==> src/rtl/cmd_pkg.sv <==
// Shared constants and types for the PC-to-FPGA command link.
package cmd_pkg;

    localparam logic [7:0] SYNC_BYTE_DEF = 8'hAA;
    localparam logic [7:0] CRC_POLY_DEF  = 8'h07;
    localparam logic [7:0] CRC_INIT_DEF  = 8'h00;

    localparam logic [7:0] CMD_SWAP   = 8'h01;
    localparam logic [7:0] CMD_CLEAR  = 8'h02;
    localparam logic [7:0] CMD_STATUS = 8'h07;

    typedef enum logic [2:0] {
        HUNT,
        LEN,
        CMD,
        PAYLOAD,
        CRC
    } parse_state_e;

endpackage

==> src/rtl/crc8_update.sv <==
// One-byte CRC-8 step, MSB-first, no reflection; shared by receive and transmit paths.
module crc8_update (
    input  logic [7:0] crc_in,
    input  logic [7:0] data_in,
    input  logic [7:0] poly,
    output logic [7:0] crc_out
);

    always_comb begin
        logic [7:0] c;
        c = crc_in ^ data_in;
        for (int i = 0; i < 8; i++) begin
            c = c[7] ? ((c << 1) ^ poly) : (c << 1);
        end
        crc_out = c;
    end

endmodule

==> src/rtl/cmd_frame_rx.sv <==
// Command-frame receiver: sync hunt, LEN/CMD/payload/CRC parse, inter-byte timeout,
// and a register-held output record on a valid/ready handshake.
module cmd_frame_rx
    import cmd_pkg::*;
#(
    parameter int         MAX_PAYLOAD    = 16,
    parameter logic [7:0] SYNC_BYTE      = SYNC_BYTE_DEF,
    parameter logic [7:0] CRC_POLY       = CRC_POLY_DEF,
    parameter logic [7:0] CRC_INIT       = CRC_INIT_DEF,
    parameter int         TIMEOUT_CYCLES = 4096,
    localparam int        LW             = $clog2(MAX_PAYLOAD + 1)
) (
    input  logic                     clk,
    input  logic                     rst,
    input  logic [7:0]               in_data,
    input  logic                     in_valid,
    output logic                     frame_valid,
    input  logic                     frame_ready,
    output logic [7:0]               frame_cmd,
    output logic [LW-1:0]            frame_len,
    output logic [8*MAX_PAYLOAD-1:0] frame_payload,
    output logic                     err_crc,
    output logic                     err_len,
    output logic                     err_timeout,
    output logic                     err_overrun
);

    localparam int         TW      = $clog2(TIMEOUT_CYCLES + 1);
    localparam logic [7:0] LEN_MAX = 8'(MAX_PAYLOAD + 2);

    parse_state_e                    state_q, state_d;
    logic [LW-1:0]                   len_q, len_d, idx_q, idx_d;
    logic [7:0]                      cmd_q, cmd_d, crc_q, crc_d, crc_next;
    logic [TW-1:0]                   tmo_q, tmo_d;
    logic [MAX_PAYLOAD-1:0][7:0]     wbuf_q, wbuf_d, obuf_q, obuf_d;
    logic                            frame_valid_q, frame_valid_d;
    logic [7:0]                      frame_cmd_q, frame_cmd_d;
    logic [LW-1:0]                   frame_len_q, frame_len_d;
    logic                            err_crc_q, err_crc_d, err_len_q, err_len_d;
    logic                            err_timeout_q, err_timeout_d, err_overrun_q, err_overrun_d;
    logic                            good_frame;

    crc8_update u_crc (
        .crc_in  (crc_q),
        .data_in (in_data),
        .poly    (CRC_POLY),
        .crc_out (crc_next)
    );

    always_comb begin
        // NOTE: every _d starts from its hold value so no path leaves a latch behind.
        state_d       = state_q;
        len_d         = len_q;
        idx_d         = idx_q;
        cmd_d         = cmd_q;
        crc_d         = crc_q;
        tmo_d         = tmo_q;
        wbuf_d        = wbuf_q;
        obuf_d        = obuf_q;
        frame_valid_d = frame_valid_q;
        frame_cmd_d   = frame_cmd_q;
        frame_len_d   = frame_len_q;
        err_crc_d     = 1'b0;
        err_len_d     = 1'b0;
        err_timeout_d = 1'b0;
        err_overrun_d = 1'b0;
        good_frame    = 1'b0;

        if (in_valid) begin
            tmo_d = '0;
            case (state_q)
                HUNT: if (in_data == SYNC_BYTE) begin
                    state_d = LEN;
                    crc_d   = CRC_INIT;
                    wbuf_d  = '0;
                end
                LEN: if (in_data < 8'd2 || in_data > LEN_MAX) begin
                    err_len_d = 1'b1;
                    state_d   = HUNT;
                end else begin
                    len_d   = LW'(in_data - 8'd2);
                    crc_d   = crc_next;
                    state_d = CMD;
                end
                CMD: begin
                    cmd_d   = in_data;
                    crc_d   = crc_next;
                    idx_d   = '0;
                    state_d = (len_q == '0) ? CRC : PAYLOAD;
                end
                PAYLOAD: begin
                    for (int i = 0; i < MAX_PAYLOAD; i++) begin
                        if (idx_q == LW'(i)) wbuf_d[i] = in_data;
                    end
                    crc_d = crc_next;
                    idx_d = idx_q + LW'(1);
                    if (idx_q + LW'(1) == len_q) state_d = CRC;
                end
                CRC: begin
                    state_d = HUNT;
                    if (in_data == crc_q) good_frame = 1'b1;
                    else                  err_crc_d  = 1'b1;
                end
                default: state_d = HUNT;
            endcase
        end else if (state_q != HUNT) begin
            // A byte landing on the final count takes the in_valid branch instead, so it wins.
            if (tmo_q == TW'(TIMEOUT_CYCLES - 1)) begin
                err_timeout_d = 1'b1;
                state_d       = HUNT;
                tmo_d         = '0;
            end else begin
                tmo_d = tmo_q + TW'(1);
            end
        end

        if (good_frame && frame_valid_q && !frame_ready) begin
            err_overrun_d = 1'b1;
        end else if (good_frame) begin
            obuf_d        = wbuf_q;
            frame_cmd_d   = cmd_q;
            frame_len_d   = len_q;
            frame_valid_d = 1'b1;
        end else if (frame_valid_q && frame_ready) begin
            frame_valid_d = 1'b0;
        end
    end

    always_ff @(posedge clk) begin
        if (rst) begin
            state_q       <= HUNT;
            len_q         <= '0;
            idx_q         <= '0;
            cmd_q         <= '0;
            crc_q         <= '0;
            tmo_q         <= '0;
            // NOTE: both byte buffers are reset so unused payload bytes read 0 straight out of reset.
            wbuf_q        <= '0;
            obuf_q        <= '0;
            frame_valid_q <= 1'b0;
            frame_cmd_q   <= '0;
            frame_len_q   <= '0;
            err_crc_q     <= 1'b0;
            err_len_q     <= 1'b0;
            err_timeout_q <= 1'b0;
            err_overrun_q <= 1'b0;
        end else begin
            state_q       <= state_d;
            len_q         <= len_d;
            idx_q         <= idx_d;
            cmd_q         <= cmd_d;
            crc_q         <= crc_d;
            tmo_q         <= tmo_d;
            wbuf_q        <= wbuf_d;
            obuf_q        <= obuf_d;
            frame_valid_q <= frame_valid_d;
            frame_cmd_q   <= frame_cmd_d;
            frame_len_q   <= frame_len_d;
            err_crc_q     <= err_crc_d;
            err_len_q     <= err_len_d;
            err_timeout_q <= err_timeout_d;
            err_overrun_q <= err_overrun_d;
        end
    end

    assign frame_valid   = frame_valid_q;
    assign frame_cmd     = frame_cmd_q;
    assign frame_len     = frame_len_q;
    assign frame_payload = obuf_q;
    assign err_crc       = err_crc_q;
    assign err_len       = err_len_q;
    assign err_timeout   = err_timeout_q;
    assign err_overrun   = err_overrun_q;

endmodule

==> config.mk <==
export PLATFORM = sky130hd
export DESIGN_NAME = cmd_frame_rx
export DESIGN_NICKNAME = d
export VERILOG_FILES = /design/src/rtl/cmd_pkg.sv /design/src/rtl/crc8_update.sv /design/src/rtl/cmd_frame_rx.sv
export SDC_FILE = /design/constraint.sdc
export NUM_CORES = 1
export LEC_CHECK = 0
export CAP_MARGIN = 15
export CORE_MARGIN = 5
export CORE_UTILIZATION = 51
export CTS_BUF_LIST = sky130_fd_sc_hd__clkbuf_8
export CTS_CLUSTER_SIZE = 20
export DETAILED_ROUTE_END_ITERATION = 7
export PLACE_DENSITY = 0.78
export SYNTH_ARGS = -nofsm -noshare
export SYNTH_HDL_FRONTEND = slang
export SYNTH_SLANG_ARGS = --single-unit
==> constraint.sdc <==
create_clock -name clk -period 2.5 [get_ports clk]
set_input_delay 0.5 -clock clk [delete_from_list [all_inputs] [get_ports clk]]
set_output_delay 0.5 -clock clk [all_outputs]
set_load 0.03 [all_outputs]
# Yosys cells after proc, flatten, opt, wreduce, memory -nomap -nowiden
# Cells that the tools add are included.
# Widths: inputs -> output; s select.
[totals]
register_bits = 316
latchBits = 0
ramBits = 0
rom_bits = 0
input_bits = 12
out_inout_bits = 146
wordCells = 199
n_memories = 0
[classes]
n_addsub = 3
multipliers = 0
div_mod_pow = 0
n_lt_le_gt_ge = 2
n_eq_ne = 43
n_shift = 0
mux = 48
n_bitwise = 15
n_reduce_logical = 43
[op_table]
columns = ["operator", "count"]
rows = [
  ["$pmux 128 s2", 1],
  ["$mux 8", 18],
  ["$mux 128", 1],
  ["$reduce_and 4->1", 18],
  ["$mux 3", 14],
  ["$eq 5x4->1 const B", 8],
  ["$ne 2x2->1 const B", 18],
  ["$not 3->3", 8],
  ["$pmux 8 s3", 1],
  ["$eq 5x3->1 const B", 4],
  ["$add 13x1->13 const B", 1],
  ["$eq 13x12->1 const B", 1],
  ["$mux 13", 1],
  ["$pmux 3 s4", 1],
  ["$eq 5x2->1 const B", 2],
  ["$logic_not 5->1", 2],
  ["$pmux 5 s2", 1],
  ["$reduce_bool 2->1", 5],
  ["$mux 1", 9],
  ["$reduce_or 3->1", 3],
  ["$eq 8x8->1", 1],
  ["$eq 8x8->1 const B", 1],
  ["$gt 8x5->1 const B", 1],
  ["$lt 8x2->1 const B", 1],
  ["other kinds (19)", 33],
]

# Longest topological paths before layout
[logic_depth]
ltp_word = 19
depth_mapped = 12

# Modules after synthesis
# A second synthesis with hierarchy kept.
[unflattened]
hier_cells = 1384
area_unflattened_um2 = 13451.7
[modules_own_cells]
columns = ["module", "n_inst", "cells_per_inst", "area_per_inst_um2", "seq_area_each_um2"]
rows = [
  ["cmd_frame_rx", 1, 1187, 11989.0, 6326.1],
  ["crc8_update", 1, 197, 1462.7, 0.0],
]

# Worst setup path before layout
# No wires, ideal clock.
[synth_path]
path_type = "input to register"
start = "input in_data[3]"
end = "register frame_cmd_q[0] (netlist: frame_cmd[0])"
setup_time_ns = 0.132
arrival_time_ns = 2.336
path_slack_ns = 0.032
path_stages = 12
n_path_buf = 4
cell_sequence = "clkbuf_1 xnor2_1 ha_1 nand3_1 nor3b_2 nand4_1 nand2b_1 buf_2 buf_2 buf_2 nand2_1 a21oi_1"
[synth_via]
elab_chain_cells = 8
[synth_lines]
columns = ["element", "line_no", "rtl"]
rows = [
  ["start: declaration", "cmd_frame_rx.sv:15", "input logic [7:0] in_data,"],
  ["$eq 8x8->1 *", "cmd_frame_rx.sv:101", "if (in_data == crc_q) good_frame = 1'b1;"],
  ["$mux 1 *", "cmd_frame_rx.sv:101", ""],
  ["$mux 1 *", "cmd_frame_rx.sv:71", "case (state_q)"],
  ["$mux 1 *", "cmd_frame_rx.sv:69", "if (in_valid) begin"],
  ["$logic_and 1x1->1 (2 in series)", "cmd_frame_rx.sv:117", "if (good_frame && frame_valid_q && !frame_ready) begin"],
  ["$not 1->1 (no line)", "n/a", ""],
  ["$reduce_and 2->1 (no line) *", "n/a", ""],
  ["end signal: assignment", "cmd_frame_rx.sv:157", "frame_cmd_q <= frame_cmd_d;"],
  ["end: declaration", "cmd_frame_rx.sv:37", "logic [7:0] frame_cmd_q, frame_cmd_d;"],
]
# Mark *: on every way between the ends. The rest lies on a longest branch, timed or not.
# A chain may end at the register's enable or synchronous reset.

# Worst setup path after layout
[layout_path]
start = "register state_q[0]"
end = "register wbuf_q[38] (netlist name)"
[layout_via]
elab_chain_cells = 3
word_cells_on_any_way = 7
classes_between = "eq/ne (3); mux (1); reduce/logical (3)"
[layout_lines]
columns = ["element", "line_no", "rtl"]
rows = [
  ["start: declaration", "cmd_frame_rx.sv:31", "parse_state_e state_q, state_d;"],
  ["start signal: assignment", "cmd_frame_rx.sv:148", "state_q <= state_d;"],
  ["$eq 3x2->1 or $logic_not 3->1 (tied branches)", "cmd_frame_rx.sv:71", ""],
  ["$ne 2x2->1 (no line) or $reduce_bool 2->1 (tied branches)", "n/a", ""],
  ["$reduce_and 4->1 (no line)", "n/a", ""],
  ["end signal: assignment", "cmd_frame_rx.sv:154", "wbuf_q <= wbuf_d;"],
  ["end: declaration", "cmd_frame_rx.sv:35", "logic [MAX_PAYLOAD-1:0][7:0] wbuf_q, wbuf_d, obuf_q, obuf_d;"],
]
# Several ways; a longest one is shown, not always the timed one.

==> metrics.log <==
INFO  metric areaGrowthSynthToFinish = 26.4%
INFO  metric yosys_register_bits = 316
INFO  metric globalRouteOverflowTotal = 0
INFO  metric p_per_area = 623 nW/um^2
INFO  metric chipWidth = 164 um
INFO  metric first_global_vias = 10,100
INFO  metric timing_worst_slew_pin_value = 1.04 ns
INFO  metric worst_setup_hold_path_clk_slew = 0.06 ns
INFO  metric synthArstFlopShare = 0%
INFO  metric cts-htree-levels = 2
INFO  metric gp_congestion = 0.901
INFO  metric crit_path_max_fanout = 20
INFO  metric final-setup-viol-count = 0
INFO  metric hold_viol = 0
INFO  metric grt_pass1_wl = 51.4 mm
INFO  metric core_area = 23,400 um^2
INFO  metric clock_tree_from_tritoncts = yes
INFO  metric num_rows = 56
INFO  metric detailed_place_hpwl = 20.7 mm
INFO  metric netlist_area_pre_place = 12,100 um^2
INFO  metric max_capacitance_violation_count = 0
INFO  metric timing.hold.ws = 0.430 ns
INFO  metric design.portCount = 158
INFO  metric cts_hold_buffers = 0
INFO  metric drt.antenna.violating_nets = 0
INFO  metric total_power = 9500 uW
INFO  metric hold_path.class = primary input to register
INFO  metric routed_via_density = 5.41
INFO  metric insertion_delay = 0.57 ns
INFO  metric cts_setup_buffers = 0
INFO  metric route.vias.total = 10,500
INFO  metric clock-root-buffer = sky130_fd_sc_hd__clkbuf_8
INFO  metric cts_inserted_buffers = 49
INFO  metric drtIter0Drc = 856
INFO  metric place_worst_setup_slack = -0.316 ns
INFO  metric synth_area_per_cell = 8.52 um^2
INFO  metric route.final.wire_length = 31.5 mm
INFO  metric sequential_fraction_of_the_synthesis_area = 52.5%
INFO  metric post_layout_nonfiller_instances = 1,946
INFO  metric routed_wire_length_per_instance = 16.2 um
INFO  metric worst_clk_skew = 0.0221 ns
INFO  metric peakVddDrop = 0.346 mV
INFO  metric post-route-drc-count = 0
INFO  metric crit_required = 2.98 ns
INFO  metric post-route-period-util = 94.3%
INFO  metric synth_enable_flop_cells = 0
INFO  metric endpoint_kind = register
INFO  metric placedCellCount = 1,856
INFO  metric cell_variety_after_synth = 48
INFO  metric dr.pass1.iters = 6
INFO  metric die_area = 26,800 um^2
INFO  metric timing.setup.critical_path_class = register to register
INFO  metric cells_on_worst_reg2reg_path = 4
INFO  metric die_height = 164 um
INFO  metric grt_max_degree = 95
INFO  metric numClockSinks = 316
INFO  metric maxSlewViolCount = 0
INFO  metric max_buffers_root_to_sink = 3
INFO  metric antenna_cells_inserted = 0
INFO  metric fin_crit = 2.36 ns
INFO  metric dominantRegCellSynth = sky130_fd_sc_hd__dfxtp_1
INFO  metric unrepaired_setup_endpoints_after_global_routing = false
INFO  metric mostFrequentLayoutCell = sky130_fd_sc_hd__nand2_1
INFO  metric critical_path.startpoint_type = register
INFO  metric stdcell_area = 15,200 um^2
INFO  metric initial_antenna_violation_count = 0
INFO  metric synth_fp_nets = 1,439
INFO  metric postCtsResizedCells = 0
INFO  metric finish.net_count = 1,611
INFO  metric initial_utilization = 51.5%
INFO  metric worst_hold_path.num_cells = 2
INFO  metric cells_after_synth = 1,416
INFO  metric maxClockFrequency = 424 MHz
INFO  metric critical_path_arrival = 2.84 ns
INFO  metric run_status = completed
INFO  metric port_buffers = 157
INFO  metric globalRouteTotalUtil = 23.2%
INFO  metric power_leakage = 0.00534 uW
INFO  metric final_layout_size_suffix_gt1_share = 10.3%
INFO  metric timing.max_slew.rel_slack = 30.9%
INFO  metric setup_slack = 0.142 ns
INFO  metric yosysWarningCount = 0
INFO  metric post_place_instance_area = 14,300 um^2
INFO  metric most-common-layout-cells = sky130_fd_sc_hd__nand2_1 (318), sky130_fd_sc_hd__dfxtp_1 (316), sky130_fd_sc_hd__nor2_1 (188)
critical path, stage by stage, from the launching register on:
cell and delay [ns]:
sky130_fd_sc_hd__dfxtp_1 0.52, sky130_fd_sc_hd__and3b_2 0.50, sky130_fd_sc_hd__and2_1 0.87, sky130_fd_sc_hd__a22oi_1 0.23, sky130_fd_sc_hd__nor2_1 0.14
cells in the mapped netlist (all sizes together), types with 5 or more instances:
cell type  number  area (um^2)
inv             8         30.0
a22oi         121          908
mux2i          18          180
and2           10         62.6
nand4           8         56.3
a21oi         180         1030
nor3           12         60.1
nor2b          12         75.1
xor2           10         87.6
a211oi          6         45.0
clkbuf         68          255
nand2         318         1190
nor2          189          717
o21ai          28          144
buf            36          205
xnor2          27          244
dfxtp         316         6330
ha             11          138
nand2b          5         31.3
nand3           9         45.0
worst paths after layout:
check | startpoint | endpoint | slack (ns)
hold / removal | rst | wbuf_q[30] | 0.43
hold reg to reg | wbuf_q[68] | frame_payload[68] | 0.44
setup reg to reg | state_q[0] | wbuf_q[38] | 0.14
setup / recovery | state_q[0] | wbuf_q[38] | 0.14
layout make-up:
cell class / count / area (um^2)
fill: 1922 / 8160
sequential: 316 / 6330
multi-input combinational: 988 / 5260
timing repair buffer: 225 / 2250
clock buffer: 60 / 826
tap: 319 / 399
clock inverter: 30 / 154
inverter: 8 / 30.0
cell families after synthesis:
kind of cell,count (synthesis),share of synthesized area [%]
flip-flops,316,52.5
adder cells (fa/ha/maj),11,1.14
AND/OR/NAND/NOR,576,19.5
buffers and inverters,112,4.07
XOR/XNOR,39,3.12
multiplexers,18,1.49
AO/OA/AOI/OAI,344,18.3
power by group:
group	internal, uW	switching [uW]
registers	5040	0.442
clock network	2280	1960
logic	87.0	146
total	7400	2100
state kept, by name, indices dropped and copies added, names as in the netlist:
signal         flops
wbuf_q           128
frame_len          5
frame_payload    128
tmo_q             13
err_len            1
err_timeout        1
frame_cmd          8
idx_q              5
state_q            3
err_crc            1
crc_q              8
len_q              5
err_overrun        1
cmd_q              8
frame_valid        1
through the flow:
step | setup TNS [ns] | utilization, %
final | 0 | 65.1
after floorplan | 0 | -
after global placement | -47.80 | 60.9
after global routing | 0 | 65.1
after detailed placement | -56.35 | 60.9
after CTS | 0 | 65.1
routing by layer:
| layer | global-route usage, % | share of wire [%] | wire [um] |
|---|---|---|---|
| met5 | 0 | 0 | 0 |
| met4 | 7.24 | 2.6 | 808 |
| met1 | 31.9 | 45 | 14200 |
| met2 | 37.4 | 46 | 14600 |
| met3 | 3.99 | 6.1 | 1930 |
Power figures use the tool's default switching activity.
==> patch 1: new RTL, same flow settings <==
Re-encode `parse_state_e` (5 states) as Gray code, 3 bits wide.
--- a/src/rtl/cmd_pkg.sv
+++ b/src/rtl/cmd_pkg.sv
@@ -10,11 +10,11 @@
     localparam logic [7:0] CMD_STATUS = 8'h07;
 
     typedef enum logic [2:0] {
-        HUNT,
-        LEN,
-        CMD,
-        PAYLOAD,
-        CRC
+        HUNT    = 3'b000,
+        LEN     = 3'b001,
+        CMD     = 3'b011,
+        PAYLOAD = 3'b010,
+        CRC     = 3'b110
     } parse_state_e;
 
 endpackage
Formal check against the unedited RTL: same outputs for any inputs over 4 cycles, from zero or initial values and one cycle with rst high; so few cycles prove little.
==> patch 1 against the unedited design <==
  * Setup slack improved by 61 ps
  * Sequential cell count unchanged
  * Clock skew hardly changed
  * Synthesized area grew 1.0%
  * Combinational power rose by 2%
  * Total power rose by 3.0%
  * Wire length fell by 2.4%
  * Final area increased by 3.2%
==> patch 1: results <==
export IMPL_dp_slack_ps=-315.7
export IMPL_finalWorstSetupSlack_ps=203.0
export IMPL_grt_use_total_pct=22.57
export IMPL_cts_buffer_depth=3
export IMPL_n_antenna_cell=0
export IMPL_postCtsSetupBuffers=0
export IMPL_io_buffers=157
export IMPL_vias=9901
export IMPL_ir_worst_vdd_uv=476.2
export IMPL_drtIter0Drc=667
export IMPL_cts_buffers=50
export IMPL_grt_pass1_vias=9710
export IMPL_insertion_delay_ps=570
export IMPL_path_max_fanout=16
export IMPL_clk_pin_slew_ps=60
export IMPL_synth_avg_cell_area_um2=8.835
export IMPL_status="finished, final reports clean"
export IMPL_crit_path_max_incr_delay_ps=960
export IMPL_relSlewSlack_pct=23.39
export IMPL_crit_path_start="state_q[1]$_SDFFE_PP0P_"
export IMPL_crit_arrival_ps=2790
export IMPL_cts_hold_buffers=0
export IMPL_p_leak_nw=5.607
export IMPL_wl_per_cell_um=15.97
export IMPL_synth_edf_count=0
export IMPL_synthArstFlopShare_pct=0
export IMPL_layout_nets=1590
export IMPL_final_layout_size_suffix_gt1_share_pct=11.20
export IMPL_slowest_stage="and2_1"
export IMPL_synth_top_flop_cell="dfxtp_1"
export IMPL_grt_max_degree=76
export IMPL_globalplace_congestion=0.8441
export IMPL_cp_end_kind="flip-flop"
export IMPL_final_cells=1926
export IMPL_place_hpwl_um=19970
export IMPL_synth_commonest_cells="328 x nand2_1, 316 x dfxtp_1, 164 x a21oi_1"
export IMPL_setup_viol=0
export IMPL_antenna_found_initial=0
export IMPL_clk_root_buffer_cell="clkbuf_8"
export IMPL_syn_nets=1402
export IMPL_timing_rr_end="wbuf_q[82]$_SDFFE_PP0P_"
export IMPL_grt_pass1_wl_um=49460
export IMPL_path_delay_family="simple AND/OR/NAND/NOR gates"
export IMPL_cts_resized_gates=0
export IMPL_worstHoldPathType="input port to flip-flop"
export IMPL_yosys_warnings=0
export IMPL_seq_area_frac_synth_pct=51.93
export IMPL_ys_top_cells_by_area="dfxtp_1 52%, mux2i_1 11%, nand2_1 10%"
export IMPL_firstDrtPassIters=5
export IMPL_timing_final_hold_violations=0
export IMPL_yosysUniqueCellTypes=53
export IMPL_r2r_cells=4
export IMPL_dp_cells=1834
export IMPL_cts_htree_levels=2
export IMPL_skew_ps=22.11
==> patch 1: how the worst min path moves through the flow <==
stage                                      start                 endpoint  slack (ps)  cells past startpoint
final                                        rst   wbuf_q[5]$_SDFFE_PP0P_         370                      2
after global routing                         rst   wbuf_q[2]$_SDFFE_PP0P_         370                      2
after CTS                                    rst  wbuf_q[27]$_SDFFE_PP0P_         330                      2
after detailed placement  tmo_q[12]$_SDFFE_PP0N_   tmo_q[12]$_SDFFE_PP0N_         440                      1
after global placement    tmo_q[12]$_SDFFE_PP0N_   tmo_q[12]$_SDFFE_PP0N_         430                      1
after floorplan           tmo_q[12]$_SDFFE_PP0N_   tmo_q[12]$_SDFFE_PP0N_         430                      1
==> patch 1: cell type report <==
| class | instances | area [um2] |
|---|---|---|
| inverter | 11 | 41.29 |
| multi-input combinational | 951 | 5379 |
| timing repair buffer | 237 | 2527 |
| fill | 1843 | 7735 |
| clock buffer | 67 | 922.1 |
| clock inverter | 25 | 142.6 |
| sequential | 316 | 6326 |
| tap | 319 | 399.1 |
==> patch 1: per-layer routing <==
layer	vias up	part of all wire [%]	track usage, %
li1	4906	-	-
met1	4677	44	30.06
met2	259	47	36.69
met3	59	5.8	4.567
met4	0	2.6	7.788
met5	-	0	0
==> patch 1: logic make-up after synthesis <==
logic type      synth area share, %
flops                         51.93
xor+xnor                      2.804
compound gates                9.931
buf+inv                       4.098
fa+ha+maj                     1.130
simple gates                  19.25
mux                           10.87
==> patch 1: where the power goes <==
part	switching, W	total, W	internal, W
logic	0.000145	0.000237	0.0000917
registers	0.0000000610	0.00504	0.00504
clock network	0.00202	0.00452	0.00250
total	0.00216	0.00979	0.00763
==> patch 1: per-stage QoR <==
stage | cell area, um2 | hold WS, ps | setup TNS [ps] | total power, W
2_1_floorplan | 12180 | 430.4 | 0 | 0.005288
3_3_place_gp | 14670 | 432.5 | -46440 | 0.005380
3_5_place_dp | 14670 | 440.9 | -51230 | 0.005381
4_1_cts | 15740 | 331.3 | 0 | 0.009861
5_1_grt | 15740 | 366.8 | 0 | 0.01014
6_report | 15740 | 370.4 | 0 | 0.009788
==> patch 2: new RTL, same flow settings <==
Made on the original files. The parameter `TIMEOUT_CYCLES` goes from 4096 to 2048.
--- a/src/rtl/cmd_frame_rx.sv
+++ b/src/rtl/cmd_frame_rx.sv
@@ -7,7 +7,7 @@
     parameter logic [7:0] SYNC_BYTE      = SYNC_BYTE_DEF,
     parameter logic [7:0] CRC_POLY       = CRC_POLY_DEF,
     parameter logic [7:0] CRC_INIT       = CRC_INIT_DEF,
-    parameter int         TIMEOUT_CYCLES = 4096,
+    parameter int         TIMEOUT_CYCLES = 2048,
     localparam int        LW             = $clog2(MAX_PAYLOAD + 1)
 ) (
     input  logic                     clk,
Check against the original RTL: same outputs for any inputs over 4 cycles, from zero or initial values and one cycle with rst high; that may be too few to reach the edited logic, so the function may still have changed.
==> patch 2 against the unedited design <==
  * Wire length is 1.3% higher
  * Via count did not move
  * Synthesized area down 2.0%
  * Total power grew 2.4%
  * Sequential cell count down 1
  * Final area up 0.24%
  * Setup slack improved by 3.9 ps
  * Highest routed layer unchanged
==> patch 2: results <==
export IMPL_dpl_cell_area_mm2=0.01422
export IMPL_ys_top_cells_by_area="dfxtp_1 53%, nand2_1 10%, a22oi_1 7.7%"
export IMPL_register_area_mm2=0.006306
export IMPL_ir_worst_vdd_uv=578.5
export IMPL_insertion_delay_ps=570
export IMPL_status="finished, final reports clean"
export IMPL_synth_commonest_cells="326 x nand2_1, 315 x dfxtp_1, 166 x a21oi_1"
export IMPL_slowest_stage="clkdlybuf4s50_1"
export IMPL_layout_nets=1619
export IMPL_syn_nets=1428
export IMPL_grt_use_total_pct=23.39
export IMPL_path_max_fanout=39
export IMPL_crit_path_max_incr_delay_ps=530
export IMPL_r2r_cells=9
export IMPL_grt_max_degree=107
export IMPL_grt_pass1_vias=10230
export IMPL_p_leak_nw=5.370
export IMPL_p_sw_share_pct=22.17
export IMPL_fillers=1802
export IMPL_wl_per_cell_um=16.63
export IMPL_skew_ps=22.57
export IMPL_final_layout_size_suffix_gt1_share_pct=11.93
export IMPL_place_hpwl_um=21120
export IMPL_worst_pin_slew_ps=725.9
export IMPL_globalplace_congestion=0.9074
export IMPL_grt_pass1_wl_um=51610
export IMPL_yosysUniqueCellTypes=53
export IMPL_drtIter0Drc=772
export IMPL_postCtsSetupBuffers=0
-- patch 2: changes by cell type after synthesis, sizes merged, moves of 4 or more --
cell,before,now
nand4,8,2
a21oi,180,169
nor2b,12,16
nand2,318,329
nor2,189,162
or3,1,10
inv,8,14
buf,36,42
mux2i,18,10
and2,10,6
-- patch 2: cell type report --
cell class                 instances  area share (%)
clock buffer                      69           6.215
multi-input combinational        963           32.74
clock inverter                    21          0.6878
inverter                          14          0.3439
tap                              285           2.334
timing repair buffer             253           16.42
sequential                       315           41.27
-- patch 2: cell families (layout without fill, tap and decap cells) --
kind of cell | count (synthesis) | after routing | share of synthesized area [%]
AND/OR/NAND/NOR | 573 | 573 | 20.08
AO/OA/AOI/OAI | 331 | 331 | 17.11
flip-flops | 315 | 315 | 53.35
buffers and inverters | 127 | 357 | 4.552
XOR/XNOR | 37 | 37 | 2.805
adder cells (fa/ha/maj) | 11 | 11 | 1.164
multiplexers | 11 | 11 | 0.9421
-- patch 2: per-layer routing --
metal | global-route usage (%) | part of all wire [%] | vias to the layer above
met2 | 38.99 | 48 | 385
met5 | 0 | 0 | -
met4 | 6.805 | 2.0 | 0
li1 | - | - | 5109
met1 | 30.69 | 43 | 4974
met3 | 5.049 | 7.1 | 55
-- patch 2: worst paths after layout --
check                          start                        endpoint  slack [ps]
max                       in_data[5]  frame_payload[11]$_SDFFE_PP0P_         150
min                              rst           crc_q[6]$_SDFFE_PP0P_         310
max reg2reg  state_q[0]$_SDFFE_PP0P_         wbuf_q[20]$_SDFFE_PP0P_         160
min reg2reg    cmd_q[3]$_SDFFE_PP0P_       frame_cmd[3]$_SDFFE_PP0P_         450
-- patch 2: per-stage QoR --
stage | TNS (ps) | std cells | worst slack (ps) | hold slack, ps | power (W)
CTS | 0 | 1920 | 85.16 | 285.6 | 0.009790
floorplan | 0 | 1405 | 17.03 | 428.4 | 0.005269
global placement | -56330 | 1830 | -277.2 | 435.1 | 0.005362
global route | 0 | 1920 | 42.70 | 293.0 | 0.01006
detailed placement | -68120 | 1830 | -403.0 | 440.9 | 0.005364
finish | 0 | 1920 | 145.7 | 306.6 | 0.009726
-- patch 2: power by group through the flow --
stage | Sequential (W) | Combinational (W) | Clock [W]
2_1_floorplan | 0.00513 | 0.000138 | 0
3_3_place_gp | 0.00513 | 0.000231 | 0
3_5_place_dp | 0.00513 | 0.000233 | 0
4_1_cts | 0.00502 | 0.000235 | 0.00454
5_1_grt | 0.00502 | 0.000256 | 0.00479
6_report | 0.00502 | 0.000237 | 0.00447
